$ cat config.mk
export PLATFORM = sky130hd
export DESIGN_NAME = and_unit_arbiter
export DESIGN_NICKNAME = d
export VERILOG_FILES = /design/src/rtl/and_unit_arbiter_pkg.sv /design/src/rtl/and_array.sv /design/src/rtl/rr_pick2.sv /design/src/rtl/and_unit_arbiter.sv
export SDC_FILE = /design/constraint.sdc
export NUM_CORES = 1
export LEC_CHECK = 0
export BUFFER_PORTS_ARGS = -buffer_cell sky130_fd_sc_hd__buf_2
export CAP_MARGIN = 20
export CORE_ASPECT_RATIO = 1.5
export CORE_MARGIN = 2
export CORE_UTILIZATION = 53
export DETAILED_ROUTE_END_ITERATION = 8
export GPL_TIMING_DRIVEN = 0
export PLACE_DENSITY = 0.82
export SETUP_SLACK_MARGIN = 0.1
export SYNTH_ARGS = -nofsm -noshare
export SYNTH_HDL_FRONTEND = slang
export SYNTH_SLANG_ARGS = --single-unit
$ cat constraint.sdc
create_clock -name clk -period 3.47 [get_ports clk]
set_input_delay 0 -clock clk [delete_from_list [all_inputs] [get_ports clk]]
set_output_delay 0 -clock clk [all_outputs]
set_load 0.005 [all_outputs]
$ cat src/rtl/and_unit_arbiter_pkg.sv
// rtl/and_unit_arbiter_pkg.sv - shared state and port-id encodings for the AND-unit arbiter
package and_unit_arbiter_pkg;

  typedef enum logic [1:0] {
    IDLE = 2'd0,
    EXEC = 2'd1,
    RESP = 2'd2
  } state_t;

  localparam logic PORT0 = 1'b0;
  localparam logic PORT1 = 1'b1;

endpackage

$ cat src/rtl/and_array.sv
// rtl/and_array.sv - combinational WIDTH-bit bitwise AND datapath
module and_array #(
  parameter int WIDTH = 16
) (
  input  logic [WIDTH-1:0] a,
  input  logic [WIDTH-1:0] b,
  output logic [WIDTH-1:0] y
);

  assign y = a & b;

endmodule

$ cat src/rtl/rr_pick2.sv
// rtl/rr_pick2.sv - two-way round-robin chooser; on contention the port not granted last wins
module rr_pick2
  import and_unit_arbiter_pkg::*;
(
  input  logic valid0,
  input  logic valid1,
  input  logic last_grant,
  output logic gnt_valid,
  output logic gnt_id
);

  assign gnt_valid = valid0 | valid1;
  assign gnt_id    = (valid0 & valid1) ? ~last_grant : (valid1 ? PORT1 : PORT0);

endmodule

$ cat src/rtl/and_unit_arbiter.sv
// rtl/and_unit_arbiter.sv - round-robin arbiter sharing one AND datapath between two requesters
module and_unit_arbiter
  import and_unit_arbiter_pkg::*;
#(
  parameter int   WIDTH   = 16,
  parameter logic RR_INIT = 1'b1
) (
  input  logic             clk,
  input  logic             rst,
  input  logic             req0_valid,
  input  logic [WIDTH-1:0] req0_a,
  input  logic [WIDTH-1:0] req0_b,
  output logic             req0_ready,
  input  logic             req1_valid,
  input  logic [WIDTH-1:0] req1_a,
  input  logic [WIDTH-1:0] req1_b,
  output logic             req1_ready,
  output logic             rsp_valid,
  output logic [WIDTH-1:0] rsp_data,
  output logic             rsp_id,
  input  logic             rsp_ready,
  output logic             busy
);

  state_t           state, state_next;
  logic [WIDTH-1:0] op_a, op_b, and_out;
  logic             op_id, last_grant;
  logic             gnt_valid, gnt_id, grant_fire;

  rr_pick2 u_pick (
    .valid0     (req0_valid),
    .valid1     (req1_valid),
    .last_grant (last_grant),
    .gnt_valid  (gnt_valid),
    .gnt_id     (gnt_id)
  );

  and_array #(.WIDTH(WIDTH)) u_and (
    .a (op_a),
    .b (op_b),
    .y (and_out)
  );

  // Gated by rst so readies stay low while reset is held.
  assign grant_fire = (state == IDLE) & gnt_valid & ~rst;
  assign req0_ready = grant_fire & (gnt_id == PORT0);
  assign req1_ready = grant_fire & (gnt_id == PORT1);
  assign busy       = (state != IDLE);

  always_comb begin
    state_next = state;
    case (state)
      IDLE:    if (grant_fire) state_next = EXEC;
      EXEC:    state_next = RESP;
      RESP:    if (rsp_ready) state_next = IDLE;
      default: state_next = IDLE;
    endcase
  end

  always_ff @(posedge clk or posedge rst) begin
    if (rst) begin
      state      <= IDLE;
      op_a       <= '0;
      op_b       <= '0;
      op_id      <= PORT0;
      last_grant <= RR_INIT;
      rsp_valid  <= 1'b0;
      rsp_data   <= '0;
      rsp_id     <= PORT0;
    end else begin
      state <= state_next;
      if (grant_fire) begin
        op_a       <= gnt_id ? req1_a : req0_a;
        op_b       <= gnt_id ? req1_b : req0_b;
        op_id      <= gnt_id;
        last_grant <= gnt_id;
      end
      if (state == EXEC) begin
        rsp_data  <= and_out;
        rsp_id    <= op_id;
        rsp_valid <= 1'b1;
      end
      // rsp_data is left untouched on completion; only valid drops.
      if (state == RESP && rsp_ready) rsp_valid <= 1'b0;
    end
  end

endmodule

======== After elaboration in Yosys (flattened, before gate mapping) ========
Cells that the tools add are included.
cells by class
  add/sub/neg operators ................... 0
  multipliers ............................. 0
  divide/modulo/power cells ............... 0
  order comparisons ....................... 0
  equal/unequal tests ..................... 4
  shift operators ......................... 0
  multiplexer cells ....................... 9
  bitwise logic cells ..................... 10
  reduce and logical (&&, ||, !) cells .... 5
operators with widths
  kind                count
  $mux 16             2
  $and 16x16->16      1
  $pmux 2 s3          1
  $and 1x1->1         5
  $mux 1              4
  $mux 2              2
  $ne 2x2->1 const B  2
  $reduce_bool 2->1   2
  $not 1->1           3
  $eq 2x1->1 const B  1
  $eq 2x2->1 const B  1
  $logic_not 2->1     1
  $reduce_and 2->1    1
  $logic_and 1x1->1   1
  $or 1x1->1          1
storage, ports and cells
  register bits ........................... 54
  latch bits .............................. 0
  RAM bits ................................ 0
  memory bits (read-only) ................. 0
  output and inout port bits .............. 21
  memories kept ........................... 0

======== Longest topological paths before layout ========
Gate-level depths: netlist (run 1).
  word-level depth ........................ 5
  depth in mapped cells ................... 6

======== By module ========
From an unflattened synthesis (run 1), not the netlist that was laid out.
second synthesis, totals
  cells, all modules ...................... 176
  area, all modules ....................... 2,705.1 µm²
by module, submodules not included
  module            times used  cells an instance  area each (µm²)
  and_unit_arbiter  1           158                2,591.2
  and_array         1           16                 100.1
  rr_pick2          1           2                  13.8

======== Worst setup path before layout (run 1) ========
OpenSTA, ideal clock, no wires.
  path type ............................... reg-to-reg
  from .................................... register last_grant
  to ...................................... register op_b[0]
  library setup time ...................... 126 ps
  arrival time ............................ 1,310 ps
  required time ........................... 3,344 ps
  slack ................................... 2,035 ps
  cell stages (with the launch flop) ...... 6
  buffers on the path ..................... 2
  clock period less this slack ............ 1,435 ps
  cells stage by stage .................... dfstp_2 -> nand2_1 -> and3_1 -> buf_2 -> buf_2 -> a221o_1
between the ends
  cells in the longest elaborated chain, start to end .. 3
RTL lines
  what                    RTL line                source
  from (decl)             and_unit_arbiter.sv:27  logic op_id, last_grant;
  from (signal assigned)  and_unit_arbiter.sv:76  last_grant <= gnt_id;
  $not 1->1               rr_pick2.sv:13          assign gnt_id = (valid0 & valid1) ? ~last_grant : (valid1 ? PORT1 : PORT0);
  $mux 1                  rr_pick2.sv:13
  $mux 16                 and_unit_arbiter.sv:74  op_b <= gnt_id ? req1_b : req0_b;
  to (signal assigned)    and_unit_arbiter.sv:74
  to (decl)               and_unit_arbiter.sv:26  logic [WIDTH-1:0] op_a, op_b, and_out;
No other way between the ends.
A chain may end at the register's enable or synchronous reset.

======== Final worst setup path (run 1) ========
  from .................................... register state[1]
  to ...................................... output port req1_ready
between the ends
  cells in the longest elaborated chain, start to end .. 4
RTL lines
  what                      RTL line                source
  from (decl)               and_unit_arbiter.sv:25  state_t state, state_next;
  from (signal assigned)    and_unit_arbiter.sv:71  state <= state_next;
  $logic_not 2->1           and_unit_arbiter.sv:45  assign grant_fire = (state == IDLE) & gnt_valid & ~rst;
  $and 1x1->1 (2 in a row)  and_unit_arbiter.sv:45
  $and 1x1->1               and_unit_arbiter.sv:47  assign req1_ready = grant_fire & (gnt_id == PORT1);
  to (decl)                 and_unit_arbiter.sv:17  output logic req1_ready,
No other way between the ends.

==> flow_summary_export.csv, run 1 <==
group,metric,value,unit
outcome,status,"finished clean",
setup_path,crit_arrival,1.78,ns
synth,syn_inst,241,
routing,via_per_inst,5.500,
sta,fin_skew,0.002271,ns
finish,syn_to_final_growth,38.58,%
setup_path,timing.setup.critical_path_class,"reg2out",
sta,setup_viol,0,
setup_path,crit_chain,"nor3_2 -> and3_1 -> buf_2 -> buf_2 -> buf_2",
cts,clkTransAtPathRegs,0.09,ns
finish,nNetsFinal,440,
routing,drt_pre_antenna_iters,4,
die,die_x,60.91,um
synth,synth_common_cells,"nand2_1 (65), dfrtp_1 (53), a221o_1 (32), nor3_2 (30), o21ai_0 (18)",
power,ir_drop,459.6,uV
synth,netlist.area_leader.share,0.5151,
power,power.total,2.283,mW
place,place_inst,396,
finish,final_core_util,0.7480,
routing,drc,0,
place,hpwlAfterDp,4922,um
die,ioPinCount,90,
die,fp.dieH,89.37,um
run,maxCapViolCount,0,
synth,ys_warn_count,0,
global_routing,grt_pass1_wl,10950,um
global_routing,grt_pass1_vias,2403,
global_routing,grt_remaining_overflow,0,
setup_path,critPathSlowestCell,"dfrtp_1",
cts,cts_hold_buf,34,
finish,fin_cells,438,
cts,cts_tree,"built",
finish,diodes,0,
finish,fill_cells,344,
cts,h-tree-depth,2,
routing,via_count,2409,
cts,cts_setup_buffers,0,
sta,relSlewSlack,0.5993,
routing,dr.first_iter.drc_count,106,
die,core,4771,um^2
sta,finalHoldViolations,0,
global_routing,track_usage,0.2720,
routing,postRouteWirelength,6937,um
global_routing,grt_start_max_net_pins,29,
place,port_buffers,88,
die,initial_core_util,0.5397,
synth,synth_seq_cells,54,
synth,synth-main-ff-cell,"dfrtp_1",
routing,wire_per_inst,15.84,um
synth,yosysMostFrequentCell,"nand2_1",
synth,ys_top_cells_by_area,"dfrtp_1 (52%), a221o_1 (12%), nor3_2 (12%)",
setup_path,crit_family,"buffers and inverters",
cts,clock-sinks,54,
synth,synth_area_leader_cell,"dfrtp_1",
synth,ys_seq_area_frac,0.5253,
synth,synth_area,2575,um^2
setup_path,path_max_fanout,10,
setup_path,slowest_delay,0.44,ns
global_routing,antenna_found_initial,0,
sta,finalMaxSlewViolations,0,
synth,synth_cell_types,24,
setup_path,path_buf_inv,3,
cts,cts-resized-gates,0,
setup_path,end_kind,"primary output",
place,gp_congestion,0.8580,
setup_path,start_kind,"register",
finish,drive_gt1_frac,0.3871,
sta,fin_crit,1.781,ns
cts,clk_path_buf_depth,2,
cts,root_buffer,"clkbuf_8",
setup_path,path_common_cell,"buf_2",
setup_path,crit_required,3.47,ns
synth,synth.avg_cell_area,10.68,um^2
sta,rsz0062_at_grt,"false",
cts,clkLatencyLatePin,0.30,ns
place,placed_cell_area,3118,um^2
synth,async_flop_share,1.000,
sta,worst_slew_pin_slew,0.6002,ns
routing,ant_nets,0,
synth,syn-num-nets,310,
cts,cts_buffers,5,
min_path,hold_path_class,"in2reg",
die,num_rows,31,
sta,fin_tns_setup,0,ns
sta,fmax,561.3,MHz
sta,fin_crit_sh,0.5134,
power,p_per_area,639.7,nW/um^2
synth,synth_edf_count,0,
die,die_area,5443,um^2
finish,final_cell_area,3568,um^2
power,p_leak,1.705,nW
## power breakdown
| group | leakage (nW) | switching, mW | internal [mW] | total [mW] |
|---|---|---|---|---|
| Clock | 0.0514 | 0.196 | 0.215 | 0.411 |
| Sequential | 0.685 | 0.184 | 0.920 | 1.10 |
| Combinational | 0.968 | 0.365 | 0.402 | 0.768 |
| Total | 1.70 | 0.745 | 1.54 | 2.28 |
## layout make-up
class,count,area (um^2),area share
repair buffers,123,800.8,0.2244
plain buffers,23,151.4,0.04243
clock buffers,6,72.57,0.02034
clock inverters,2,37.54,0.01052
inverters,3,11.26,0.003156
well taps,66,82.58,0.02314
multi-input cells,161,1060,0.2970
flip-flops and latches,54,1353,0.3790
## metal layers
metal	track usage	share of wire	routed length (um)
met5	0	0	0
met1	0.3245	0.39	2710
met4	0.1126	0.033	229
met3	0.04631	0.033	232
met2	0.4751	0.54	3764
## final timing paths
kind                                 to  depth (start not counted)  slack [ns]    startpoint
setup / recovery             req1_ready                          5        1.69      state[1]
hold / removal                 op_a[10]                          4        0.06    req0_a[10]
setup reg to reg                op_b[5]                          4        1.78      state[1]
hold reg to reg            rsp_data[12]                          2        0.48  rsp_data[12]
max in group asynchronous       op_a[1]                          4        2.59           rst
min in group asynchronous       op_b[4]                          3        0.34           rst
## sequential cells by signal (all words and copies together) (netlist names)
| register | count |
|---|---|
| last_grant | 1 |
| op_a | 16 |
| op_b | 16 |
| op_id | 1 |
| rsp_data | 16 |
| rsp_id | 1 |
| rsp_valid | 1 |
| state | 2 |
## worst reg2reg max path, delay by kind of cell, from the launching register on
family,cells,cell delay [ns]
AO/OA/AOI/OAI,2,0.59
buffers and inverters,1,0.30
flip-flops,1,0.44
AND/OR/NAND/NOR,1,0.25
## placed cells by master, fill, tap and decap left out, drive strengths merged
cell / instances
dfrtp: 53
inv: 3
mux2: 1
nand2b: 1
o21ai: 19
clkinvlp: 1
dlygate4sd3: 34
clkbuf: 16
a21oi: 1
nor3: 33
dfstp: 1
nor3b: 1
bufinv: 1
buf: 102
or3: 1
a221o: 32
nor2: 1
nor2b: 1
or2b: 1
a21o: 2
and3: 1
nand2: 65
or2: 1
## per-stage QoR
step	worst slack [ns]	hold slack (ns)
final	1.689	0.06261
after global routing	1.572	0.06204
after CTS	1.684	0.06246
after detailed placement	1.808	0.1233
after global placement	1.524	0.2164
after floorplan	2.035	0.1072
## cell families after synthesis
logic type | share of synthesized area
flops | 0.5253
mux | 0.004373
compound gates | 0.1706
buf+inv | 0.06317
simple gates | 0.2366
(Power assumes the default switching activity.)
==> run 2: changes to the inputs <==
CORE_UTILIZATION = 50   (was 53)
PLACE_DENSITY = 0.78   (was 0.82)
clock period = 1.82 ns   (was 3.47 ns; I/O delays follow)
==> run 2 against run 1 <==
Setup slack got worse by 1.5 ns. Register-to-register slack got worse by 1.6 ns. Critical path type is now reg2reg. Routed wire length rose by 0.68%. Power grew 93%. Largest cell class unchanged. Count of clock-buffer cells in the layout did not move. First-iteration DRC count is 4.7% lower. Critical endpoint is now op_b[1]. Die area is 5.7% higher. Sequential cell count did not move. Largest power group unchanged.
==> flow_summary_export.csv, run 2 (synthesis gave the netlist of run 1 again) <==
group,metric,value,unit
finish,drive_gt1_frac,0.4043,
die,num_rows,32,
finish,final_cell_mix,"buf_2 (94), nand2_1 (65), dfrtp_1 (53)",
cts,clock-sinks,54,
routing,wire_per_inst,15.73,um
place,gp_congestion,0.8133,
sta,fin_crit,1.676,ns
place,pre_cts_slack,0.1684,ns
finish,diodes,0,
setup_path,crit_required,2.01,ns
setup_path,start_kind,"register",
cts,h-tree-depth,2,
power,p_per_area,1217,nW/um^2
run,maxCapViolCount,0,
sta,setup_viol,0,
setup_path,cp-startpoint,"state[1]",
cts,clk_path_buf_depth,2,
global_routing,grt_pass1_wl,11370,um
finish,top_regs,"op_a (16), op_b (16), rsp_data (16)",
setup_path,reg2reg_setup_slack,0.14,ns
sta,fmax,596.8,MHz
die,die_area,5752,um^2
cts,cts_tree,"built",
sta,worst_slew_pin_slew,0.5098,ns
cts,root_buffer,"clkbuf_8",
outcome,status,"finished clean",
die,ioPinCount,90,
die,core,5045,um^2
power,ir_drop,703.9,uV
cts,cts_buffers,5,
die,die_x,62.60,um
routing,ant_nets,0,
sta,fin_tns_setup,0,ns
finish,syn_to_final_growth,40.72,%
global_routing,grt_start_max_net_pins,38,
sta,worst_slack,0.1443,ns
sta,rsz0062_at_grt,"false",
global_routing,track_usage,0.2526,
min_path,hold_path_startpoint,"req0_a[1]",
die,initial_core_util,0.5104,
place,hpwlAfterDp,4973,um
sta,relSlewSlack,0.6602,
power,p_leak,1.735,nW
sta,finalMaxSlewViolations,0,
routing,drt_pre_antenna_iters,4,
routing,postRouteWirelength,6984,um
cts,clkLatencyLatePin,0.30,ns
setup_path,timing.setup.critical_path_class,"reg2reg",
finish,layout_commonest_cell,"buf_2",
place,port_buffers,88,
power,power.total,4.410,mW
min_path,hold_path_class,"in2reg",
sta,finalHoldViolations,0,
place,placed_cell_area,3120,um^2
global_routing,grt_remaining_overflow,0,
global_routing,antenna_found_initial,0,
routing,drc,0,
setup_path,end_kind,"register",
sta,fin_crit_sh,0.9207,
setup_path,path_max_fanout,10,
routing,dr.first_iter.drc_count,101,
die,fp.dieH,91.89,um
setup_path,crit_arrival,1.87,ns
routing,via_per_inst,5.354,
sta,whs,0.05952,ns
setup_path,r2r_start,"state[1]",
finish,nNetsFinal,444,
sta,fin_skew,0.005029,ns
cts,clkTransAtPathRegs,0.10,ns
finish,final_cell_area,3623,um^2
global_routing,grt_pass1_vias,2403,
routing,via_count,2377,
[run 2: changes by cell type in the layout (fill, tap and decap cells not counted), sizes merged]
cell,before,now
buf,102,106
[run 2: final timing paths]
| path | endpoint | cells after the start |
|---|---|---|
| worst max-delay path | op_b[1] | 4 |
| worst min-delay path | op_a[1] | 4 |
| worst max register to register | op_b[1] | 4 |
| worst min register to register | rsp_data[9] | 2 |
| max in group asynchronous | op_b[10] | 4 |
| min in group asynchronous | op_b[4] | 3 |
[run 2: routing by layer]
layer,share of wire,track usage,vias up,wire [um]
met5,0,0,-,0
met4,0.026,0.1037,0,181
met3,0.036,0.02577,16,252
met2,0.53,0.4561,77,3701
met1,0.41,0.3054,1152,2848
li1,-,-,1132,-
[run 2: cell type report]
| type | instances | area (um^2) |
|---|---|---|
| buffer | 23 | 163.9 |
| clock buffer | 6 | 72.57 |
| clock inverter | 2 | 37.54 |
| fill | 398 | 1421 |
| inverter | 3 | 11.26 |
| multi-input combinational | 161 | 1070 |
| sequential | 54 | 1353 |
| tap | 68 | 85.08 |
| timing repair buffer | 127 | 830.8 |
[run 2: what timing repair did]
item / 4_1_cts / 5_1_grt
endpoints found under the setup margin: 2 / 15
pin swaps: 0 / 1
hold endpoints to repair: 49 / 0
buffers inserted: 4 / 0
gates resized for setup: 1 / 8
hold buffers: 34 / 0
[run 2: power breakdown]
group / switching (mW) / internal [mW]
Clock: 0.386 / 0.411
Sequential: 0.349 / 1.75
Combinational: 0.706 / 0.803
[run 2: stage by stage]
| stage | util | instances |
|---|---|---|
| 2_1_floorplan | - | 241 |
| 3_3_place_gp | 0.6146 | 397 |
| 3_5_place_dp | 0.6186 | 398 |
| 4_1_cts | 0.7143 | 444 |
| 5_1_grt | 0.7183 | 444 |
| 6_report | 0.7183 | 444 |
[run 2: worst max-delay path: stages (launching register included)]
cell      delay, ns
dfrtp_1        0.43
nor3_2         0.25
o21ai_2        0.17
clkbuf_1       0.29
a221o_1        0.42
==> run 3: changes to the inputs <==
PLACE_DENSITY = 0.77   (was 0.78)
SYNTH_HIERARCHICAL = 1   (was unset)
==> run 3 against run 2 <==
Core utilization shrank 5.6 points. Die area is 4.8% higher. Global-route usage fell by 6.8 points. Cell count down 22%. Synthesized cell count down 27%. Critical path depth grew 1. Routed wire length shrank 27%. Register-to-register slack improved by 0.05 ns. Sequential share of layout area rose by 2.2 points.
==> flow_summary_export.csv, run 3 <==
group,metric,value,unit
sta,finalHoldViolations,0,
global_routing,grt_remaining_overflow,0,
synth,synth_edf_count,0,
finish,final_core_util,0.6623,
global_routing,track_usage,0.1842,
cts,clk_path_buf_depth,2,
setup_path,critPathSlowestCell,"dfrtp_1",
setup_path,path_common_cell,"buf_12",
cts,root_buffer,"clkbuf_8",
synth,synth-main-ff-cell,"dfrtp_1",
synth,yosysMostFrequentCell,"mux2_2",
die,core,5165,um^2
min_path,hold_path_class,"in2reg",
cts,cts_buffers,5,
finish,top_regs,"op_a (16), op_b (16), rsp_data (16)",
power,ir_drop,817.8,uV
synth,async_flop_share,1.000,
sta,fin_skew,0.008674,ns
synth,ys_warn_count,6,
finish,fin_cells,347,
finish,final_cell_area,3421,um^2
die,num_rows,32,
sta,fmax,615.2,MHz
routing,wire_per_inst,14.66,um
finish,final_cell_mix,"buf_2 (89), mux2_2 (55), dfrtp_1 (53)",
setup_path,start_kind,"register",
sta,setup_viol,0,
setup_path,crit_chain,"nor4b_2 -> buf_6 -> buf_12 -> buf_12 -> mux2_4",
setup_path,crit_family,"buffers and inverters",
routing,drt_pre_antenna_iters,4,
cts,clkTransAtPathRegs,0.09,ns
die,die_x,64.06,um
synth,syn-num-nets,245,
finish,fill_cells,408,
die,initial_core_util,0.5237,
setup_path,reg2reg_setup_slack,0.19,ns
sta,finalMaxSlewViolations,0,
global_routing,grt_pass1_wl,8466,um
run,maxCapViolCount,0,
place,placed_cell_area,3256,um^2
finish,nNetsFinal,347,
die,fp.dieH,94.09,um
finish,syn_to_final_growth,26.46,%
routing,via_per_inst,4.914,
place,hpwlAfterDp,3814,um
sta,fin_crit_sh,0.8932,
sta,relSlewSlack,0.6466,
setup_path,crit_required,2.01,ns
finish,drive_gt1_frac,0.7025,
cts,cts_tree,"built",
synth,synth_cell_types,19,
sta,rsz0062_at_grt,"false",
synth,synth_seq_cells,54,
cts,clkLatencyLatePin,0.30,ns
routing,postRouteWirelength,5086,um
finish,layout_commonest_cell,"buf_2",
power,p_leak,1.687,nW
routing,drc,0,
synth,synth_area,2705,um^2
setup_path,path_buf_inv,3,
cts,cts-resized-gates,0,
power,power.total,4.574,mW
cts,clock-sinks,54,
setup_path,slowest_delay,0.44,ns
place,port_buffers,89,
setup_path,end_kind,"register",
sta,worst_slew_pin_slew,0.5293,ns
finish,diodes,0,
cts,h-tree-depth,2,
die,ioPinCount,90,
place,gp_congestion,0.7169,
synth,netlist.area_leader.share,0.4903,
setup_path,timing.setup.critical_path_class,"reg2reg",
synth,ys_top_cells_by_area,"dfrtp_1 (49%), mux2_2 (23%), mux2_4 (15%)",
synth,synth_area_leader_cell,"dfrtp_1",
routing,via_count,1705,
place,place_inst,334,
routing,dr.first_iter.drc_count,22,
setup_path,crit_arrival,1.82,ns
sta,fin_crit,1.626,ns
global_routing,antenna_found_initial,0,
setup_path,path_max_fanout,10,
synth,synth.avg_cell_area,15.37,um^2
power,p_per_area,1337,nW/um^2
die,die_area,6027,um^2
outcome,status,"finished clean",
synth,ys_seq_area_frac,0.5000,
synth,synth_common_cells,"mux2_2 (55), dfrtp_1 (53), mux2_4 (27), and2_1 (17), buf_6 (4)",
routing,ant_nets,0,
global_routing,grt_start_max_net_pins,31,
global_routing,grt_pass1_vias,1852,
synth,syn_inst,176,
==> run 3: per-layer routing <==
layer,global-route usage,share of wire,up-vias
li1,-,-,814
met1,0.2101,0.39,837
met2,0.3333,0.54,48
met3,0.05036,0.055,6
met4,0.05072,0.010,0
met5,0,0,-
==> run 3: kinds of logic after synthesis <==
group                  count (synthesis)  share of synthesized area
flip-flops                            54                     0.5000
multiplexers                          83                     0.3830
AND/OR/NAND/NOR                       23                    0.05643
AO/OA/AOI/OAI                          4                    0.01064
buffers and inverters                 12                    0.04995
==> run 3: final timing paths <==
check,start,end,depth (start not counted)
max,state[0],op_a[6],5
min,req0_b[6],op_b[6],3
min reg2reg,rsp_data[6],rsp_data[6],1
min in group asynchronous,rst,op_a[0],3
max in group asynchronous,rst,last_grant,4
max reg2reg,state[0],op_a[6],5
==> run 3: area by class of cell <==
cell class,count,area (um^2),area share
well taps,68,85.08,0.02487
inverters,2,7.507,0.002195
multi-input cells,110,1217,0.3559
clock inverters,2,37.54,0.01097
plain buffers,10,127.6,0.03731
clock buffers,6,72.57,0.02121
flip-flops and latches,54,1353,0.3954
repair buffers,95,520.5,0.1522
==> run 3: worst min-delay path, cell delays in order <==
cell and delay (ns):
buf_2 0.08, mux2_1 0.11, mux2_4 0.13
==> run 3: timing repair <==
item,CTS,global route
endpoints found under the hold margin,25,0
endpoints found under the setup margin,0,2
setup buffers,0,3
hold buffers,2,0
==> run 3: power breakdown <==
part	switching, mW	internal [mW]
Sequential	0.289	1.78
Combinational	0.546	1.16
Clock	0.385	0.411
Total	1.22	3.35
==> run 3: metrics by stage <==
stage / setup slack (ns) / setup TNS, ns / hold slack [ns]
final: 0.1945 / 0 / 0.04571
after detailed placement: 0.1824 / 0 / 0.09500
after global placement: -0.1657 / -8.693 / 0.2233
after CTS: 0.1254 / 0 / 0.03573
after global routing: 0.1080 / 0 / 0.03158
after floorplan: 0.2953 / 0 / 0.1073
